$ cat src/rtl/arb_pkg.sv
// ============================================================================
// Module      : arb_pkg
// Description : Shared types and constants for the arbiter requester slice.
// Revision    : 1.0  initial release
// ============================================================================
`default_nettype none

package arb_pkg;

  typedef enum logic [1:0] {
    ARB_IDLE    = 2'd0,
    ARB_REQ     = 2'd1,
    ARB_BACKOFF = 2'd2
  } arb_req_state_e;

  localparam int ARB_WAIT_W = 16;

endpackage

`default_nettype wire

$ cat src/rtl/arb_req_fifo.sv
// ============================================================================
// Module      : arb_req_fifo
// Description : Synchronous FIFO with head-of-queue read, count and full flag.
// Revision    : 1.0  initial release
// ============================================================================
`default_nettype none

module arb_req_fifo #(
  parameter int DATA_W = 32,
  parameter int DEPTH  = 4,
  localparam int PTR_W = $clog2(DEPTH),
  localparam int CNT_W = $clog2(DEPTH + 1)
) (
  input  logic              clk,
  input  logic              rst,
  input  logic              i_push,
  input  logic              i_pop,
  input  logic [DATA_W-1:0] i_wdata,
  output logic [DATA_W-1:0] o_head,
  output logic [CNT_W-1:0]  o_count,
  output logic              o_full
);

  logic [DATA_W-1:0] r_mem [DEPTH];
  logic [PTR_W-1:0]  r_wr_ptr;
  logic [PTR_W-1:0]  r_rd_ptr;
  logic [CNT_W-1:0]  r_count;

  // Pointers wrap for free because DEPTH is a power of two.
  always_ff @(posedge clk or posedge rst) begin
    if (rst) begin
      r_wr_ptr <= '0;
      r_rd_ptr <= '0;
      r_count  <= '0;
    end else begin
      if (i_push) r_wr_ptr <= r_wr_ptr + 1'b1;
      if (i_pop)  r_rd_ptr <= r_rd_ptr + 1'b1;
      case ({i_push, i_pop})
        2'b10:   r_count <= r_count + CNT_W'(1);
        2'b01:   r_count <= r_count - CNT_W'(1);
        default: r_count <= r_count;
      endcase
    end
  end

  always_ff @(posedge clk) begin
    if (i_push) r_mem[r_wr_ptr] <= i_wdata;
  end

  assign o_head  = r_mem[r_rd_ptr];
  assign o_count = r_count;
  assign o_full  = (r_count == CNT_W'(DEPTH));

endmodule

`default_nettype wire

$ cat src/rtl/arb_requester.sv
// ============================================================================
// Module      : arb_requester
// Description : Arbiter client: buffers producer words, requests the shared
//               path with a burst cap, and registers granted words out.
//               Optional ARB_REQUESTER_STATS_EN adds the wait_max output.
// Revision    : 1.0  initial release
// ============================================================================
`default_nettype none

module arb_requester
  import arb_pkg::*;
#(
  parameter int DATA_W    = 32,
  parameter int DEPTH     = 4,
  parameter int MAX_BURST = 4
) (
  input  logic              clk,
  input  logic              rst,
  input  logic              in_valid,
  input  logic [DATA_W-1:0] in_data,
  output logic              in_ready,
  output logic              req,
  input  logic              gnt,
  output logic              out_valid,
  output logic [DATA_W-1:0] out_data,
  output logic              err
`ifdef ARB_REQUESTER_STATS_EN
  ,
  output logic [ARB_WAIT_W-1:0] wait_max
`endif
);

  localparam int CNT_W   = $clog2(DEPTH + 1);
  localparam int BURST_W = $clog2(MAX_BURST + 1);

  arb_req_state_e     r_state;
  arb_req_state_e     w_state_nxt;
  logic [BURST_W-1:0] r_burst;
  logic [BURST_W-1:0] w_burst_nxt;
  logic [BURST_W-1:0] w_burst_inc;
  logic [CNT_W-1:0]   w_count;
  logic [DATA_W-1:0]  w_head;
  logic               w_full;
  logic               w_push;
  logic               w_xfer;
  logic               w_last;
  logic               w_has_data;

  arb_req_fifo #(
    .DATA_W (DATA_W),
    .DEPTH  (DEPTH)
  ) u_fifo (
    .clk     (clk),
    .rst     (rst),
    .i_push  (w_push),
    .i_pop   (w_xfer),
    .i_wdata (in_data),
    .o_head  (w_head),
    .o_count (w_count),
    .o_full  (w_full)
  );

  // req decodes the state register only, so gnt never loops back into it.
  assign req         = (r_state == ARB_REQ);
  assign in_ready    = !w_full;
  assign w_push      = in_valid && !w_full;
  assign w_xfer      = req && gnt;
  assign w_last      = w_xfer && (w_count == CNT_W'(1)) && !w_push;
  assign w_has_data  = (w_count != '0) || w_push;
  assign w_burst_inc = r_burst + BURST_W'(1);

  always_comb begin
    w_state_nxt = r_state;
    w_burst_nxt = r_burst;
    case (r_state)
      ARB_IDLE: begin
        if (w_has_data) w_state_nxt = ARB_REQ;
      end
      ARB_REQ: begin
        if (w_xfer) begin
          if (w_last) begin
            w_state_nxt = ARB_IDLE;
            w_burst_nxt = '0;
          end else if (w_burst_inc == BURST_W'(MAX_BURST)) begin
            w_state_nxt = ARB_BACKOFF;
            w_burst_nxt = '0;
          end else begin
            w_burst_nxt = w_burst_inc;
          end
        end
      end
      ARB_BACKOFF: begin
        w_state_nxt = w_has_data ? ARB_REQ : ARB_IDLE;
      end
      default: begin
        w_state_nxt = ARB_IDLE;
        w_burst_nxt = '0;
      end
    endcase
  end

  always_ff @(posedge clk or posedge rst) begin
    if (rst) begin
      r_state   <= ARB_IDLE;
      r_burst   <= '0;
      out_valid <= 1'b0;
      out_data  <= '0;
      err       <= 1'b0;
    end else begin
      r_state   <= w_state_nxt;
      r_burst   <= w_burst_nxt;
      out_valid <= w_xfer;
      if (w_xfer)       out_data <= w_head;
      if (gnt && !req)  err      <= 1'b1;
    end
  end

`ifdef ARB_REQUESTER_STATS_EN
  logic [ARB_WAIT_W-1:0] r_wait_run;
  logic [ARB_WAIT_W-1:0] r_wait_max;
  logic [ARB_WAIT_W-1:0] w_wait_inc;

  assign w_wait_inc = (&r_wait_run) ? r_wait_run : r_wait_run + ARB_WAIT_W'(1);

  // The run only grows while stalled in REQ; any grant or exit from REQ ends it.
  always_ff @(posedge clk or posedge rst) begin
    if (rst) begin
      r_wait_run <= '0;
      r_wait_max <= '0;
    end else if (req && !gnt) begin
      r_wait_run <= w_wait_inc;
      if (w_wait_inc > r_wait_max) r_wait_max <= w_wait_inc;
    end else begin
      r_wait_run <= '0;
    end
  end

  assign wait_max = r_wait_max;
`endif

endmodule

`default_nettype wire

$ cat config.mk
export PLATFORM = sky130hd
export DESIGN_NAME = arb_requester
export DESIGN_NICKNAME = d
export VERILOG_FILES = /design/src/rtl/arb_pkg.sv /design/src/rtl/arb_req_fifo.sv /design/src/rtl/arb_requester.sv
export SDC_FILE = /design/constraint.sdc
export NUM_CORES = 1
export LEC_CHECK = 0
export ABC_AREA = 1
export CORE_ASPECT_RATIO = 0.7
export CORE_MARGIN = 2
export CORE_UTILIZATION = 50
export DETAILED_ROUTE_END_ITERATION = 7
export GPL_TIMING_DRIVEN = 0
export PLACE_DENSITY_LB_ADDON = 0.1
export SLEW_MARGIN = 10
export SYNTH_ARGS = -nofsm -noshare
export SYNTH_HDL_FRONTEND = slang
export SYNTH_SLANG_ARGS = --single-unit
export TNS_END_PERCENT = 100
$ cat constraint.sdc
create_clock -name clk -period 2.7 [get_ports clk]
set_input_delay 0.54 -clock clk [delete_from_list [all_inputs] [get_ports clk]]
set_output_delay 0.54 -clock clk [all_outputs]
set_load 0.01 [all_outputs]
Word level (Yosys, flattened, before mapping):

Memories as Yosys holds them, arrays and structs flattened. A register that Yosys moved wholly into a read port is not among the register bits.
Cells that the tools add are included.

* bits in registers: 14
* bits in latches: 0
* RAM bits: 128
* bits in read-only memories: 0
* bits of input ports: 36
* output and inout port bits: 36
* logic and storage cells: 52
* memories: 1

* add/sub/neg operators: 5
* $mul: 0
* div/mod/pow operators: 0
* magnitude comparators: 0
* equal/unequal tests: 10
* shift-type cells: 0
* muxes and demuxes: 13
* bitwise operators: 1
* reductions and logical operators: 15

Memory list
* u_fifo.r_mem: words 4, bits a word 32, rd ports 1, clocked after Yosys merged registers in 1, wr ports 1, RTL line arb_req_fifo.sv:24 `logic [DATA_W-1:0] r_mem [DEPTH];`

Operators with widths (number)
* $pmux 3 s2: 2
* $mux 3: 3
* $mux 2: 4
* $add 3x1->3 const B: 2
* $eq 3x3->1 const B: 2
* $pmux 2 s3: 1
* $logic_and 1x1->1: 5
* $add 2x1->2 const B: 2
* $eq 2x1->1 const B: 2
* $eq 2x2->1 const B: 2
* $eq 3x1->1 const B: 1
* $logic_not 1->1: 3
* $mux 1: 3
* $ne 3x1->1 const B: 1
* $reduce_and 3->1: 1
* $reduce_bool 3->1: 1
* $sub 3x1->3 const B: 1
* $logic_not 2->1: 1
* $ne 2x1->1 const B: 1
* $ne 2x2->1 const B: 1
* $reduce_and 2->1: 1
* $reduce_bool 2->1: 1
* $reduce_or 2->1: 1
* $logic_or 1x1->1: 1
* $not 1->1: 1

Logic depth before layout (Yosys ltp):

Gate-level depths: netlist (run 1).

* word-level depth: 8
* depth in mapped cells: 10
* gate-level depth less buffers: 10

By module:

From an unflattened synthesis (run 1), not the netlist that was laid out.

* cells, all modules: 671
* area, all modules: 7183.1 um^2

Modules (own cells, without submodules)
* arb_req_fifo: times used 1, cells each 483, area each 5565.3 um^2, sequential area each 4018.9 um^2
* arb_requester: times used 1, cells each 188, area each 1617.8 um^2, sequential area each 975.9 um^2

Least setup slack after synthesis (run 1):

OpenSTA, ideal clock, no wires.

* path kind: reg2reg
* from: reg u_fifo.r_count[0] (netlist: u_fifo.o_count[0])
* to: mem u_fifo.r_mem[0][0], enable pin
* library setup time: 421 ps
* arrival time: 2331 ps
* data required time: 2279 ps
* setup slack: -52 ps
* stages on the path, launching flop included: 6
* buffers on the path: 0
* period minus slack after synthesis: 2752 ps
* cells stage by stage: dfrtp_1 inv_1 ha_1 nand2_1 nand2_1 nor2_1

* cells in the longest elaborated chain, start to end: 5

Ends and longest elaborated chain
* start: declaration: RTL line arb_req_fifo.sv:27 `logic [CNT_W-1:0] r_count;`
* start signal: assignment: RTL line arb_req_fifo.sv:39 `2'b10: r_count <= r_count + CNT_W'(1);`
* start signal: assignment: RTL line arb_req_fifo.sv:40 `2'b01: r_count <= r_count - CNT_W'(1);`
* start signal: assignment: RTL line arb_req_fifo.sv:41 `default: r_count <= r_count;`
* $eq 3x3->1: RTL line arb_req_fifo.sv:52 `assign o_full = (r_count == CNT_W'(DEPTH));`
* $logic_not 1->1
* named net in_ready: RTL line arb_requester.sv:21 `output logic in_ready,`
* $logic_and 1x1->1: RTL line arb_requester.sv:66 `assign w_push = in_valid && !w_full;`
* $mux 1: RTL line arb_req_fifo.sv:47 `if (i_push) r_mem[r_wr_ptr] <= i_wdata;`
* $mux 1 (implied by the code): RTL line arb_req_fifo.sv:47
* end: declaration: RTL line arb_req_fifo.sv:24

The timed path passes the listed nets, and every way through them passes these cells.

Worst setup path in the final report (run 1):

* from: reg u_fifo.r_count[0] (netlist: u_fifo.o_count[0])
* to: out in_ready

* cells in the longest elaborated chain, start to end: 2

Ends and longest elaborated chain
* $eq 3x3->1: RTL line arb_req_fifo.sv:52
* $logic_not 1->1: RTL line arb_requester.sv:65 `assign in_ready = !w_full;`
* end: declaration: RTL line arb_requester.sv:21

Every way passes these cells.

==> flow_summary.yaml, run 1 <==
worst_setup_path:
  timing_worst_setup_path_type: "reg2out"
  start_kind: "flop"
  r2r_end: "u_fifo.r_mem[0][16]"
  rrSetupSlack_ns: 0.42
  cp-end-kind: "primary output"
  reg2reg_from: "u_fifo.o_count[0]"
  required_ns: 2.16
  arrival_ns: 1.77
  reg2regPathDepth: 6
  cp_max_fo: 4
cells_and_area:
  diodes: 0
  drive_above_1_share_pct: 8.44
  areaGrowthSynthToFinish_pct: 22.5
  final_util_pct: 62.1
  nets: 875
logic_synthesis:
  yosysMostFrequentCell: "nand2_1"
  synthAdderAreaFrac_pct: 1.86
  synth_xor_area_share_pct: 0.592
  yosysUniqueCellTypes: 21
  synth-seq-cells: 174
  async_reset_ff_share_pct: 26.4
  synth_compound_area_share_pct: 0.541
  synth_commonest_cells: "278 x nand2_1, 148 x inv_1, 128 x edfxtp_1"
  synth.area.mux_share_pct: 0
  synth_area_sq_mm: 0.00740
  synth_edf_count: 128
  ys_seq_area_share_pct: 67.5
  yosysTopAreaCell: "edfxtp_1"
  synth_cells: 733
  avgSynthCellArea_sq_um: 10.1
  syn_nets: 780
  yosys-top-cells-area: "edfxtp_1 52%, dfrtp_1 16%, nand2_1 14%"
  ys_warn_count: 0
  synth_flop_cell: "edfxtp_1"
  synth_top_family_by_area: "simple AND/OR/NAND/NOR gates"
  yosysTopAreaCellShare_pct: 52.0
  synthSimpleGateAreaFrac_pct: 19.6
floorplan:
  die_width_um: 149
  fp.coreArea_sq_mm: 0.0146
  dieArea_sq_mm: 0.0158
  rows: 37
  io-pin-count: 72
  dieHeight_um: 106
  initial_core_util_pct: 50.7
pwr:
  ir_worst_vdd_v: 0.000613
  comb_power_share_pct: 36.8
  p_leak_uw: 0.00425
  switching_share_pct: 35.1
  intPower_uw: 6440
  p_switching_uw: 3490
  clockPowerShare_pct: 23.9
  powerDensity_mw_per_mm2: 1100
  seq_power_share_pct: 39.3
  power_uw: 9930
placed_design:
  gp_congestion: 0.774
  hpwl_um: 10100
  portBuffers: 71
clock_network:
  cts_tree: "built"
  cts.clk_slew.worst_paths_ns: 0.06
  cts_resized: 0
  h-tree-depth: 4
  clockBufferDepth: 2
  clock_latency_ns: 0.42
  cts_setup_buffers: 0
  hold_buffers: 0
  root_buffer: "clkbuf_16"
  cts_buffers: 17
  clkSinkCount: 174
routing:
  routed_wl_um: 15500
  firstDrtPassIters: 4
  drcViolationCount: 0
  vias_per_cell: 4.81
  drt-initial-drc-count: 313
  wl_per_cell_um: 15.0
  antenna_left: 0
  num_vias: 4983
sta:
  period_minus_slack_ns: 2.31
  worst_pin_slew_ns: 0.625
  hold_viol_final: 0
  relSlewSlack_pct: 58.2
  maxSlewViolCount: 0
  setup_viol: 0
  rsz0062_at_grt: "false"
  min_period_over_period_pct: 85.4
  fmax_mhz: 434
  skew_ns: 0.0101
run_status:
  outcome: "completed"
global_route:
  antenna_found_initial: 0
  grt_use_total_pct: 21.3
  grt_pass1_wl_um: 25400
  grt_pass1_vias: 5022
  grt_overflow: 0
  grt_start_max_net_pins: 29
job:
  cap_violations: 0
hold_path:
  holdCritPathClass: "in2async"
-- cell families (layout without fill, tap and decap cells) --
logic type | count (synthesis) | after routing
simple gates | 359 | 359
xor+xnor | 5 | 5
flops | 174 | 174
fa+ha+maj | 11 | 11
buf+inv | 177 | 285
compound gates | 7 | 7
-- per-layer routing --
layer  routed length (um)  track usage, %  part of all wire (%)
met4                  136            6.80                  0.87
met5                    0               0                     0
met1                 7000            28.9                    45
met2                 7550            34.5                    49
met3                  868            4.81                   5.6
-- cell type report --
| cell class | count | area [sq um] |
|---|---|---|
| fillers | 1178 | 5520 |
| multi-input cells | 382 | 1700 |
| flip-flops and latches | 174 | 4990 |
| clock buffers | 17 | 425 |
| plain buffers | 26 | 165 |
| inverters | 151 | 567 |
| repair buffers | 76 | 818 |
| clock inverters | 15 | 146 |
| well taps | 195 | 244 |
-- power by group through the flow --
stage | Combinational [uW] | Clock, uW | Sequential, uW
3_5_place_dp | 3700 | 0 | 3960
5_1_grt | 4130 | 2500 | 3980
4_1_cts | 3710 | 2400 | 3910
2_1_floorplan | 2080 | 0 | 4050
6_report | 3650 | 2370 | 3900
3_3_place_gp | 3470 | 0 | 3970
-- stage by stage --
| step | instances | setup TNS (ns) | worst slack, ns | hold WS [ns] | instance area (sq um) |
|---|---|---|---|---|---|
| after floorplan | 733 | -6.66 | -0.0521 | 0.471 | 7400 |
| after global placement | 999 | -194.80 | -1.57 | 0.461 | 8350 |
| after detailed placement | 1004 | 0 | 0.133 | 0.461 | 8490 |
| after CTS | 1036 | 0 | 0.375 | 0.466 | 9060 |
| after global routing | 1036 | 0 | 0.232 | 0.481 | 9060 |
| final | 1036 | 0 | 0.395 | 0.455 | 9060 |
-- worst max path at each step --
stage	startpoint	to	cells past startpoint
global route	u_fifo.o_count[0]	u_fifo.r_mem[0][20]	6
global placement	in_valid	u_fifo.r_mem[1][19]	3
CTS	u_fifo.o_count[0]	u_fifo.r_mem[0][20]	6
detailed placement	in_valid	u_fifo.r_mem[0][19]	4
floorplan	u_fifo.o_count[0]	u_fifo.r_mem[0][0]	5
finish	u_fifo.o_count[0]	in_ready	4
-- registers in the layout (all words and copies together), names as in the netlist --
signal and flops:
u_fifo.r_wr_ptr 2, u_fifo.r_rd_ptr 2, r_state 2, out_valid 1, r_burst 3, u_fifo.o_count 3
out_data 32, err 1, u_fifo.r_mem 128
-- worst max-delay path: stages (launching register included) --
cell	delay, ns
dfrtp_1	0.42
inv_1	0.09
ha_1	0.23
nand2_1	0.08
clkdlybuf4s50_1	0.54
-- cell usage in the layout (no fill, tap or decap), drive strengths merged --
master         netlist  layout
dfrtp               46      46
clkinv               0       9
clkdlybuf4s50        0      71
nor2                 9       9
inv                151     153
nand2              278     278
clkinvlp             0       2
a21oi                2       2
o21ai                3       3
xnor2                2       2
nand3               69      69
nor3b                1       1
bufinv               0       2
ha                  11      11
or2                  1       1
xor2                 3       3
edfxtp             128     128
o21bai               1       1
buf                 26      31
clkbuf               0      17
nand4                1       1
a21o                 1       1
No activity file was read; power rests on OpenSTA's default activity.
==> run 2, diff against run 1 <==
clock period = 1.9 ns   (was 2.7 ns; I/O delays follow)
==> flow_summary.yaml, run 2 (synthesized netlist as in run 1, its figures left out) <==
run_status:
  outcome: "completed"
global_route:
  top_usage_layer: "met2"
  grt_pass1_wl_um: 25200
  grt_use_total_pct: 21.8
  antenna_found_initial: 0
  grt_util_met3_pct: 4.29
  grtUsageMet2_pct: 35.1
  grt_overflow: 0
  grt_start_max_net_pins: 31
  grt_pass1_vias: 4918
  use_met1_pct: 29.2
clock_network:
  cts_tree: "built"
  clockBufferDepth: 2
  cts_buffers: 17
  clkSinkCount: 174
  h-tree-depth: 4
  root_buffer: "clkbuf_16"
  cts.clk_slew.worst_paths_ns: 0.06
  clock_latency_ns: 0.43
  hold_buffers: 0
routing:
  vias_per_cell: 4.81
  antenna_left: 0
  drcViolationCount: 0
  wl_per_cell_um: 15.4
  routed_wl_um: 16100
  firstDrtPassIters: 5
  drt-initial-drc-count: 302
  num_vias: 5017
cells_and_area:
  drive_above_1_share_pct: 9.42
  top_register: "u_fifo.r_mem"
  areaGrowthSynthToFinish_pct: 23.5
  layout_common_cells: "276 x nand2_1, 146 x inv_1, 128 x edfxtp_1"
  nets: 883
  reg_top3: "u_fifo.r_mem x128, out_data x32"
  diodes: 0
  final_common_cell: "nand2_1"
  largest_reg_flops: 128
sta:
  maxSlewViolCount: 0
  setup_viol: 0
  hold_viol_final: 0
  min_period_over_period_pct: 97.2
  fmax_mhz: 542
  rsz0062_at_grt: "false"
  relSlewSlack_pct: 59.1
  setup_ws_ns: 0.0540
  skew_ns: 0.00586
  period_minus_slack_ns: 1.85
  worst_pin_slew_ns: 0.613
worst_setup_path:
  arrival_ns: 1.47
  cp_max_fo: 2
  slowest_delay_ns: 0.38
  required_ns: 1.52
  crit_chain: "inv_1, ha_2, nand2_2, clkdlybuf4s15_1"
  cp_num_buf_inv: 2
  start_kind: "flop"
  slowest_stage: "dfrtp_1"
  cp-end-kind: "primary output"
  timing_worst_setup_path_type: "reg2out"
  critical-path-top-delay-family: "flip-flops"
floorplan:
  fp.coreArea_sq_mm: 0.0146
  die_width_um: 149
  rows: 37
  dieArea_sq_mm: 0.0158
  initial_core_util_pct: 50.7
  io-pin-count: 72
  dieHeight_um: 106
placed_design:
  gp_congestion: 0.737
  post-place-ws_ns: -0.517
  hpwl_um: 9350
  portBuffers: 71
pwr:
  power_uw: 14300
  p_leak_uw: 0.00427
  ir_worst_vdd_v: 0.000918
  powerDensity_mw_per_mm2: 1560
hold_path:
  holdCritPathClass: "in2async"
job:
  cap_violations: 0
## run 2: cell count changes in the layout (fill, tap and decap cells not counted), sizes merged
cell,previous run,this run
buf,31,34
clkinvlp,2,0
inv,153,152
clkdlybuf4s50,71,69
dlygate4sd2,0,1
clkbuf,17,27
clkinv,9,4
bufinv,2,1
clkdlybuf4s15,0,1
nor2,9,13
## run 2: per-stage QoR
stage | utilization [%] | std cells | hold slack, ns | area [sq um] | setup TNS [ns]
after CTS | 62.4 | 1041 | 0.248 | 9100 | -0.0518
after detailed placement | 57.7 | 1000 | 0.464 | 8410 | -62.08
after floorplan | - | 733 | 0.471 | 7440 | 0
final | 62.7 | 1044 | 0.248 | 9140 | 0
after global placement | 57.5 | 999 | 0.461 | 8390 | -92.92
after global routing | 62.7 | 1044 | 0.289 | 9140 | 0
## run 2: worst paths after layout
path / from / endpoint / slack (ns) / cells past startpoint
hold reg to reg: out_data[26] / out_data[26] / 0.48 / 2
min in group clk: out_data[26] / out_data[26] / 0.48 / 2
setup / recovery: u_fifo.o_count[0] / in_ready / 0.05 / 4
setup reg to reg: u_fifo.o_count[1] / u_fifo.r_mem[1][23] / 0.11 / 5
max in group asynchronous: rst / out_data[19] / 1.14 / 3
hold / removal: rst / out_data[30] / 0.25 / 2
## run 2: repair_timing
action,in CTS,in global routing
setup endpoints to repair,131,66
buffers inserted,5,3
pin swaps,5,1
gates resized for setup,6,7
cloned,4,0
## run 2: worst reg2reg max path, delay by kind of cell (launching register included)
| kind | cells | cell delay [ns] |
|---|---|---|
| adders and majority gates | 1 | 0.19 |
| buffers and inverters | 1 | 0.07 |
| DFF | 1 | 0.38 |
| and+or+nand+nor | 3 | 0.79 |
## run 2: cell type report
cell class,instances,area [sq um]
fillers,1146,5440
flip-flops and latches,174,4990
multi-input cells,386,1770
repair buffers,80,840
inverters,151,567
clock buffers,26,499
well taps,195,244
plain buffers,26,168
clock inverters,6,57.6
## run 2: where the power goes
part | total (uW) | internal [uW] | switching (uW)
Combinational | 5450 | 2130 | 3320
Sequential | 5540 | 5160 | 377
Clock | 3270 | 1940 | 1340
Total | 14300 | 9230 | 5030
## run 2: per-layer routing
metal	vias up	routed length (um)
li1	2475	-
met1	2380	7410
met2	138	7610
met3	24	757
met4	0	322
met5	-	0
